File: src/rtl/sa_fifo_ctrl_19x4_if.sv
// Push/pop handshake bundle for the 19x4 RAM-backed FIFO controller.
// The slave side is the FIFO itself; the master side is producer plus consumer.
interface sa_fifo_ctrl_19x4_if;
    logic       wr_pvld;
    logic       wr_prdy;
    logic [3:0] wr_pd;
    logic       rd_pvld;
    logic       rd_prdy;
    logic [3:0] rd_pd;
    logic [4:0] fifo_cnt;

    modport master (
        output wr_pvld, wr_pd, rd_prdy,
        input  wr_prdy, rd_pvld, rd_pd, fifo_cnt
    );

    modport slave (
        input  wr_pvld, wr_pd, rd_prdy,
        output wr_prdy, rd_pvld, rd_pd, fifo_cnt
    );
endinterface

File: src/rtl/sa_fifo_ctrl_19x4.sv
// Valid/ready FIFO controller around a 19x4 two-stage-read RAM (read-address
// register s1, output register s2 with bypass mux); 20 entries total.
module sa_fifo_ctrl_19x4 (
    input  logic                     clk,
    input  logic                     rstn,
    sa_fifo_ctrl_19x4_if.slave       fifo,
    output logic [4:0]               ram_ra,
    output logic                     ram_re,
    output logic                     ram_ore,
    output logic [4:0]               ram_wa,
    output logic                     ram_we,
    output logic [3:0]               ram_di,
    output logic                     ram_byp_sel,
    output logic [3:0]               ram_dbyp,
    input  logic [3:0]               ram_dout
);
    localparam logic [4:0] RAM_DEPTH = 5'd19;
    localparam logic [4:0] PTR_LAST  = 5'd18;

    logic [4:0] r_wr_ptr;
    logic [4:0] r_rd_ptr;
    logic [4:0] r_ram_cnt;
    logic       r_s1_vld;
    logic       r_s2_vld;

    logic       w_wr_prdy;
    logic       w_push;
    logic       w_s2_free;
    logic       w_byp;
    logic       w_we;
    logic       w_s1_adv;
    logic       w_issue;
    logic       w_ore;

    function automatic logic [4:0] ptr_inc(input logic [4:0] p);
        return (p == PTR_LAST) ? 5'd0 : p + 5'd1;
    endfunction

    // Every enable is qualified by rstn so the RAM sees no activity during reset.
    always_comb begin
        w_wr_prdy = (r_ram_cnt < RAM_DEPTH);
        w_push    = rstn & fifo.wr_pvld & w_wr_prdy;
        w_s2_free = ~r_s2_vld | fifo.rd_prdy;
        w_byp     = w_push & (r_ram_cnt == 5'd0) & w_s2_free;
        w_we      = w_push & ~w_byp;
        w_s1_adv  = rstn & r_s1_vld & w_s2_free;
        // s1 entries stay in r_ram_cnt, so only the remainder is issuable.
        w_issue   = rstn & (r_ram_cnt > {4'd0, r_s1_vld}) & (~r_s1_vld | w_s1_adv);
        w_ore     = w_byp | w_s1_adv;
    end

    always_comb begin
        ram_we      = w_we;
        ram_wa      = w_we ? r_wr_ptr : 5'd0;
        ram_di      = w_we ? fifo.wr_pd : 4'd0;
        ram_re      = w_issue;
        ram_ra      = w_issue ? r_rd_ptr : 5'd0;
        ram_ore     = w_ore;
        ram_byp_sel = w_byp;
        ram_dbyp    = w_byp ? fifo.wr_pd : 4'd0;
    end

    always_ff @(posedge clk) begin
        if (!rstn) begin
            r_wr_ptr  <= 5'd0;
            r_rd_ptr  <= 5'd0;
            r_ram_cnt <= 5'd0;
            r_s1_vld  <= 1'b0;
            r_s2_vld  <= 1'b0;
        end else begin
            if (w_we)
                r_wr_ptr <= ptr_inc(r_wr_ptr);
            if (w_issue)
                r_rd_ptr <= ptr_inc(r_rd_ptr);
            case ({w_we, w_s1_adv})
                2'b10:   r_ram_cnt <= r_ram_cnt + 5'd1;
                2'b01:   r_ram_cnt <= r_ram_cnt - 5'd1;
                default: r_ram_cnt <= r_ram_cnt;
            endcase
            if (w_issue)
                r_s1_vld <= 1'b1;
            else if (w_s1_adv)
                r_s1_vld <= 1'b0;
            r_s2_vld <= (r_s2_vld & ~fifo.rd_prdy) | w_ore;
        end
    end

    assign fifo.wr_prdy  = w_wr_prdy;
    assign fifo.rd_pvld  = r_s2_vld;
    assign fifo.rd_pd    = ram_dout;
    assign fifo.fifo_cnt = r_ram_cnt + {4'd0, r_s2_vld};
endmodule

File: src/flat_wrapper.sv
// flat-port wrapper written by rule: the top's interface ports become plain ports
module sa_fifo_ctrl_19x4_flat 
  (clk, rstn, ram_ra, ram_re, ram_ore, ram_wa, ram_we, ram_di, ram_byp_sel, ram_dbyp, ram_dout, fifo_wr_pvld, fifo_wr_pd, fifo_rd_prdy, fifo_wr_prdy, fifo_rd_pvld, fifo_rd_pd, fifo_fifo_cnt);
  sa_fifo_ctrl_19x4_if fifo_i ();
  input  logic clk;
  input  logic rstn;
  output logic [4:0] ram_ra;
  output logic ram_re;
  output logic ram_ore;
  output logic [4:0] ram_wa;
  output logic ram_we;
  output logic [3:0] ram_di;
  output logic ram_byp_sel;
  output logic [3:0] ram_dbyp;
  input  logic [3:0] ram_dout;
  input wire logic [$bits(fifo_i.wr_pvld)-1:0] fifo_wr_pvld;
  input wire logic [$bits(fifo_i.wr_pd)-1:0] fifo_wr_pd;
  input wire logic [$bits(fifo_i.rd_prdy)-1:0] fifo_rd_prdy;
  output wire logic [$bits(fifo_i.wr_prdy)-1:0] fifo_wr_prdy;
  output wire logic [$bits(fifo_i.rd_pvld)-1:0] fifo_rd_pvld;
  output wire logic [$bits(fifo_i.rd_pd)-1:0] fifo_rd_pd;
  output wire logic [$bits(fifo_i.fifo_cnt)-1:0] fifo_fifo_cnt;
  assign fifo_i.wr_pvld = fifo_wr_pvld;
  assign fifo_i.wr_pd = fifo_wr_pd;
  assign fifo_i.rd_prdy = fifo_rd_prdy;
  assign fifo_wr_prdy = fifo_i.wr_prdy;
  assign fifo_rd_pvld = fifo_i.rd_pvld;
  assign fifo_rd_pd = fifo_i.rd_pd;
  assign fifo_fifo_cnt = fifo_i.fifo_cnt;
  sa_fifo_ctrl_19x4 u_core (.clk(clk), .rstn(rstn), .fifo(fifo_i), .ram_ra(ram_ra), .ram_re(ram_re), .ram_ore(ram_ore), .ram_wa(ram_wa), .ram_we(ram_we), .ram_di(ram_di), .ram_byp_sel(ram_byp_sel), .ram_dbyp(ram_dbyp), .ram_dout(ram_dout));
endmodule
File: config.mk
export PLATFORM = sky130hd
export DESIGN_NAME = sa_fifo_ctrl_19x4_flat
export DESIGN_NICKNAME = d
export VERILOG_FILES = /design/src/rtl/sa_fifo_ctrl_19x4_if.sv /design/src/rtl/sa_fifo_ctrl_19x4.sv /design/src/flat_wrapper.sv
export SDC_FILE = /design/constraint.sdc
export NUM_CORES = 1
export LEC_CHECK = 0
export ABC_AREA = 1
export CAP_MARGIN = 5
export CORE_AREA = 2 2 63 65
export DETAILED_ROUTE_END_ITERATION = 8
export DIE_AREA = 0 0 65 67
export DONT_BUFFER_PORTS = 1
export GPL_TIMING_DRIVEN = 0
export PLACE_DENSITY_LB_ADDON = 0.25
export SLEW_MARGIN = 25
export SYNTH_ARGS = -nofsm -noshare
export SYNTH_HDL_FRONTEND = slang
export SYNTH_SLANG_ARGS = --single-unit
File: constraint.sdc
create_clock -name clk -period 5.3 [get_ports clk]
set_input_delay 0.795 -clock clk [delete_from_list [all_inputs] [get_ports clk]]
set_output_delay 0.795 -clock clk [all_outputs]
set_load 0.02 [all_outputs]
==> impl_metrics.py, run 1 <==
metrics = {
    "yosys": {
        "synth_seq_area_share": 0.252,
        "synthesis.nets": 223,
        "synth.top_cells.by_area": "dfxtp_1, ha_1, inv_1",
        "synthesis.area_um2": 1350,
        "number_of_enable_type_register_cells_in_the_synthesized_netlist": 0,
        "yosysTopAreaCellShare": 0.252,
        "dominantRegCellSynth": "dfxtp_1",
        "synth_top_area_cell": "dfxtp_1",
        "number_of_register_bits_inferred_by_synthesis": 17,
        "yosys_warnings": 0,
        "proportion_of_register_bits_with_asynchronous_set_or_reset_after_synthesis": 0,
        "postSynthCellCount": 200,
        "synth_cell_types": 26,
        "syn_area_per_cell_um2": 6.75,
    },
    "placed_design": {
        "routability_congestion_estimate_from_global_placement": 0.810,
        "io_port_bufs": 0,
        "post-place-cells": 248,
        "dp_hpwl_mm": 2.16,
        "placedInstanceArea_um2": 1410,
    },
    "floorplanning": {
        "area_of_the_core_um2": 3610,
        "floorplan.initialDensity": 0.374,
        "boundaryPins": 45,
        "die-area_um2": 4360,
        "floorplan.die.width_um": 65,
        "die_height_um": 67,
        "placementRows": 22,
    },
    "setup_path": {
        "worstPathMaxFanout": 11,
        "cp_data_required_time_ps": 4510,
        "worstRegToRegCells": 18,
        "cp_data_arrival_time_ps": 1970,
        "worst_r2r_endpoint": "u_core.r_ram_cnt[4]$_SDFFE_PN0P_",
        "minimum_setup_slack_among_reg_to_reg_paths_ps": 2610,
        "setup.worst_path.class": "in -> out",
        "crit_end": "ram_di[2]",
        "slowest_stage": "nor2_1",
        "path_cells": "buf_2, nand3_2, nor2_4, inv_4, buf_6, nor2_1",
        "endpoint_kind_of_the_worst_setup_timing_path": "primary output",
        "start_kind": "primary input",
        "rr_startpoint": "u_core.r_ram_cnt[3]$_SDFFE_PN0P_",
        "startpoint": "rstn",
        "critical_path.max_stage_delay_ps": 330,
    },
    "power_and_ir_drop": {
        "vdd_ir_drop_max_mv": 0.194,
        "ratio_of_total_power_to_cell_area_nw_per_um2": 488,
        "fin_total_pwr_uw": 710,
        "p_leak_uw": 0.000703,
    },
    "drt": {
        "drtIter0Drc": 52,
        "drc_errors": 0,
        "detail-route-antenna-nets": 0,
        "routed_wire_length_per_instance_um": 11.2,
        "detail_route.first_pass.iterations": 4,
        "drt-vias-per-instance": 4.74,
        "route.final.wire_length_mm": 2.83,
        "dr_total_vias": 1194,
    },
    "global_route": {
        "globalRoute.totalOverflow": 0,
        "grt_start_max_net_pins": 12,
        "via_count_of_the_first_global_routing_pass": 984,
        "grt_util_all_layers": 0.135,
        "grt_pass1_wl_mm": 4.55,
        "initial_antenna_violation_count": 0,
    },
    "cts": {
        "clockRootBuffer": "clkbuf_8",
        "clock_path_buffers": 2,
        "cts_made_buffers": 3,
        "clk_latency_ps": 260,
        "post_cts_hold_buffer_count": 0,
        "cts_tree": "done",
        "cts_resized": 0,
        "tritoncts_num_sinks": 17,
        "h-tree-depth": 1,
        "clk_pin_slew_worst_paths_ps": 70,
        "setup_fix_buffers_added_after_clock_tree_synthesis": 0,
    },
    "cells_and_area": {
        "most-common-layout-cells": "inv_1, nand2_1, nor2_1",
        "n_antenna_cell": 0,
        "design.final.nets": 228,
        "syn_to_final_growth_pct": 7.79,
        "finalInstanceArea_um2": 1460,
        "drive_gt1_frac": 0.132,
        "layout.cells.non_filler": 252,
    },
    "sta": {
        "finalClockSkew_ps": 7.07,
        "timing.final.setup_violations": 0,
        "finalCriticalPeriod_ps": 2770,
        "timing.final.max_slew_violations": 0,
        "finalHoldWorstSlack_ps": 477,
        "timing.slew.headroom": 0.674,
        "worstMarginPinSlew_ps": 486,
        "hold_viol": 0,
        "final_min_period_over_clock_period": 0.522,
        "fin_tns_setup_ps": 0,
        "maxClockFrequency_mhz": 361,
        "rsz0062_at_grt": "no",
    },
    "flow_run": {
        "maxcap_violations": 0,
    },
    "worst_hold_path": {
        "class_of_the_tightest_hold_or_removal_check": "reg -> reg",
        "worstHoldPathCells": 2,
        "hold_path_startpoint": "u_core.r_wr_ptr[3]$_SDFFE_PN0N_",
    },
    "status": {
        "result_of_the_run": "finished clean",
    },
}
final cells by class:
| type | instances | area [µm²] |
|---|---|---|
| fill | 400 | 2150 |
| buffer | 9 | 72.6 |
| tap | 48 | 60.1 |
| inverter | 37 | 143 |
| multi-input combinational | 137 | 795 |
| clock buffer | 4 | 45.0 |
| sequential | 17 | 340 |
power breakdown:
group	switching [µW]	internal, µW
clock	47.4	53.4
combinational	269	134
sequential	44.5	162
cells by family after synthesis:
family                   after synthesis  synth area share
AND/OR/NAND/NOR                       91             0.317
buffers and inverters                 46             0.159
flip-flops                            17             0.252
XOR/XNOR                              11            0.0714
adder cells (fa/ha/maj)               11             0.102
AO/OA/AOI/OAI                         24            0.0982
metrics by stage:
stage,setup WS [ps],utilization
after floorplan,2640,-
after global placement,2340,0.391
after detailed placement,2330,0.391
after CTS,2520,0.404
after global routing,2360,0.404
final,2530,0.404
cells in the mapped netlist, drive strengths merged (2+ instances only):
| master | n |
|---|---|
| inv | 36 |
| or2 | 2 |
| buf | 8 |
| xor2 | 10 |
| nand4 | 2 |
| nand3 | 17 |
| nor2 | 32 |
| a21oi | 14 |
| nand2 | 37 |
| o21ai | 7 |
| ha | 11 |
| dfxtp | 17 |
metal layers:
metal | wire [µm] | track usage
met3 | 196 | 0.0456
met1 | 1320 | 0.184
met4 | 18 | 0.0319
met2 | 1290 | 0.205
met5 | 0 | 0
sequential cells by signal, summed over array words and instances, names as in the netlist:
signal and count:
u_core.r_wr_ptr 5, u_core.r_rd_ptr 5, u_core.r_ram_cnt 5, u_core.fifo.rd_pvld 1, u_core.r_s1_vld 1
worst min path at each step:
stage / end / slack, ps
floorplan: u_core.r_wr_ptr[3]$_SDFFE_PN0N_ / 440
global route: u_core.r_rd_ptr[3]$_SDFFE_PN0P_ / 490
global placement: u_core.r_wr_ptr[3]$_SDFFE_PN0N_ / 450
finish: u_core.r_wr_ptr[3]$_SDFFE_PN0N_ / 480
CTS: u_core.r_wr_ptr[3]$_SDFFE_PN0N_ / 470
detailed placement: u_core.r_wr_ptr[3]$_SDFFE_PN0N_ / 460
critical path, delay by kind of cell:
kind	cells	cell delay (ps)
simple gates	3	740
buf+inv	3	440
(Power assumes the default switching activity.)
==> run 2, diff against run 1 <==
==> constraint.sdc (replaced) <==
create_clock -name clk -period 2.45 [get_ports clk]
set_input_delay 0.3675 -clock clk [delete_from_list [all_inputs] [get_ports clk]]
set_output_delay 0.3675 -clock clk [all_outputs]
set_load 0.02 [all_outputs]
==> impl_metrics.py, run 2 (same netlist as run 1, synthesis figures left out) <==
metrics = {
    "sta": {
        "timing.final.max_slew_violations": 0,
        "hold_viol": 0,
        "fin_tns_setup_ps": 0,
        "finalClockSkew_ps": 6.53,
        "finalCriticalPeriod_ps": 2310,
        "timing.slew.headroom": 0.650,
        "final_min_period_over_clock_period": 0.941,
        "timing.final.setup_violations": 0,
        "maxClockFrequency_mhz": 434,
        "worstMarginPinSlew_ps": 525,
    },
    "global_route": {
        "grt_util_all_layers": 0.140,
        "grt_start_max_net_pins": 11,
        "initial_antenna_violation_count": 0,
        "via_count_of_the_first_global_routing_pass": 1016,
        "grt_pass1_wl_mm": 4.69,
        "globalRoute.totalOverflow": 0,
    },
    "drt": {
        "route.final.wire_length_mm": 2.99,
        "drtIter0Drc": 43,
        "routed.top_layer": "met4",
        "drt-vias-per-instance": 4.81,
        "drc_errors": 0,
        "detail-route-antenna-nets": 0,
        "routed_wire_length_per_instance_um": 11.7,
        "route.met2.wl_mm": 1.33,
        "wirelength_met1_mm": 1.42,
        "dr_total_vias": 1232,
        "detail_route.first_pass.iterations": 4,
        "met3_wirelength_um": 197,
    },
    "cts": {
        "clk_pin_slew_worst_paths_ps": 70,
        "cts_tree": "done",
        "h-tree-depth": 1,
        "clk_latency_ps": 260,
        "clock_path_buffers": 2,
        "tritoncts_num_sinks": 17,
        "clockRootBuffer": "clkbuf_8",
        "cts_made_buffers": 3,
    },
    "flow_run": {
        "maxcap_violations": 0,
    },
    "setup_path": {
        "endpoint_kind_of_the_worst_setup_timing_path": "register",
        "start_kind": "register",
        "cp_data_required_time_ps": 2580,
        "setup.worst_path.class": "reg -> reg",
        "cp_data_arrival_time_ps": 2440,
        "worstPathMaxFanout": 8,
    },
    "placed_design": {
        "dp_hpwl_mm": 2.16,
        "routability_congestion_estimate_from_global_placement": 0.810,
        "io_port_bufs": 0,
        "post-place-cells": 248,
    },
    "cells_and_area": {
        "most-common-layout-cells": "inv_1, nand2_1, nor2_1",
        "fillers": 396,
        "n_antenna_cell": 0,
        "layout.cells.non_filler": 256,
        "top_regs": "u_core.r_ram_cnt x5, u_core.r_rd_ptr x5, u_core.r_wr_ptr x5",
        "design.final.nets": 232,
        "syn_to_final_growth_pct": 13.9,
        "drive_gt1_frac": 0.202,
    },
    "status": {
        "result_of_the_run": "finished clean",
    },
    "floorplanning": {
        "floorplan.initialDensity": 0.374,
        "floorplan.die.width_um": 65,
        "boundaryPins": 45,
        "area_of_the_core_um2": 3610,
        "placementRows": 22,
        "die_height_um": 67,
        "die-area_um2": 4360,
    },
    "power_and_ir_drop": {
        "ratio_of_total_power_to_cell_area_nw_per_um2": 1080,
        "vdd_ir_drop_max_mv": 0.433,
        "p_leak_uw": 0.000732,
        "fin_total_pwr_uw": 1650,
    },
    "worst_hold_path": {
        "class_of_the_tightest_hold_or_removal_check": "in -> reg",
    },
}
run 2: changes by cell type in the layout (fill, tap and decap cells not counted), sizes merged:
cell | previous run | this run
buf | 8 | 12
run 2: timing repair:
item	4_1_cts	5_1_grt
setup endpoints to repair	4	4
gates cloned	0	0
hold buffers	0	0
resized for setup	10	6
hold endpoints to repair	0	0
buffers inserted	3	2
pin swaps	2	2
run 2: metrics by stage:
step / instance area [µm²] / hold slack, ps / util / setup WS (ps)
floorplan: 1350 / 440 / - / 81.3
global placement: 1410 / 451 / 0.391 / -230
detailed placement: 1410 / 463 / 0.391 / -236
CTS: 1510 / 366 / 0.419 / 71.6
global route: 1540 / 396 / 0.426 / -5.45
finish: 1540 / 354 / 0.426 / 143
run 2: final cells by class:
type,instances,area [µm²],share of cell area
clock buffer,4,45.0,0.0293
multi-input combinational,137,843,0.548
tap,48,60.1,0.0391
buffer,8,61.3,0.0399
timing repair buffer,5,37.5,0.0244
sequential,17,345,0.225
inverter,37,145,0.0944
run 2: per-layer routing:
layer / GRT usage / vias up
met1: 0.185 / 566
met3: 0.0456 / 4
met5: 0 / -
li1: - / 628
met2: 0.216 / 34
met4: 0.0399 / 0
run 2: final timing paths:
| path | from | endpoint | slack, ps | cells after the start |
|---|---|---|---|---|
| min reg2reg | u_core.r_wr_ptr[3]$_SDFFE_PN0N_ | u_core.r_wr_ptr[3]$_SDFFE_PN0N_ | 480 | 2 |
| max reg2reg | u_core.r_ram_cnt[2]$_SDFFE_PN0P_ | u_core.r_ram_cnt[4]$_SDFFE_PN0P_ | 140 | 18 |
| min | fifo_rd_prdy | u_core.fifo.rd_pvld$_SDFF_PN0_ | 350 | 3 |
| max | u_core.r_ram_cnt[2]$_SDFFE_PN0P_ | u_core.r_ram_cnt[4]$_SDFFE_PN0P_ | 140 | 18 |
run 2: worst max-delay path: stages (launching register included):
cell and delay (ps):
dfxtp_1 310, buf_6 130, clkinv_2 60, nand3_2 100
nand2_4 120, nand3_2 90, nor2_4 310, inv_6 70
ha_4 200, xor2_2 150, ha_1 180, inv_1 60
nand2_2 70, nand3_2 80, nand2_1 50, nand2_1 50
nand2_1 50, nand2_1 60, a21oi_2 50
run 2: where the power goes:
group	internal [µW]	leakage (µW)	switching, µW	total (µW)
clock network	116	0.0000228	105	220
logic	347	0.000569	626	974
registers	356	0.000140	104	460
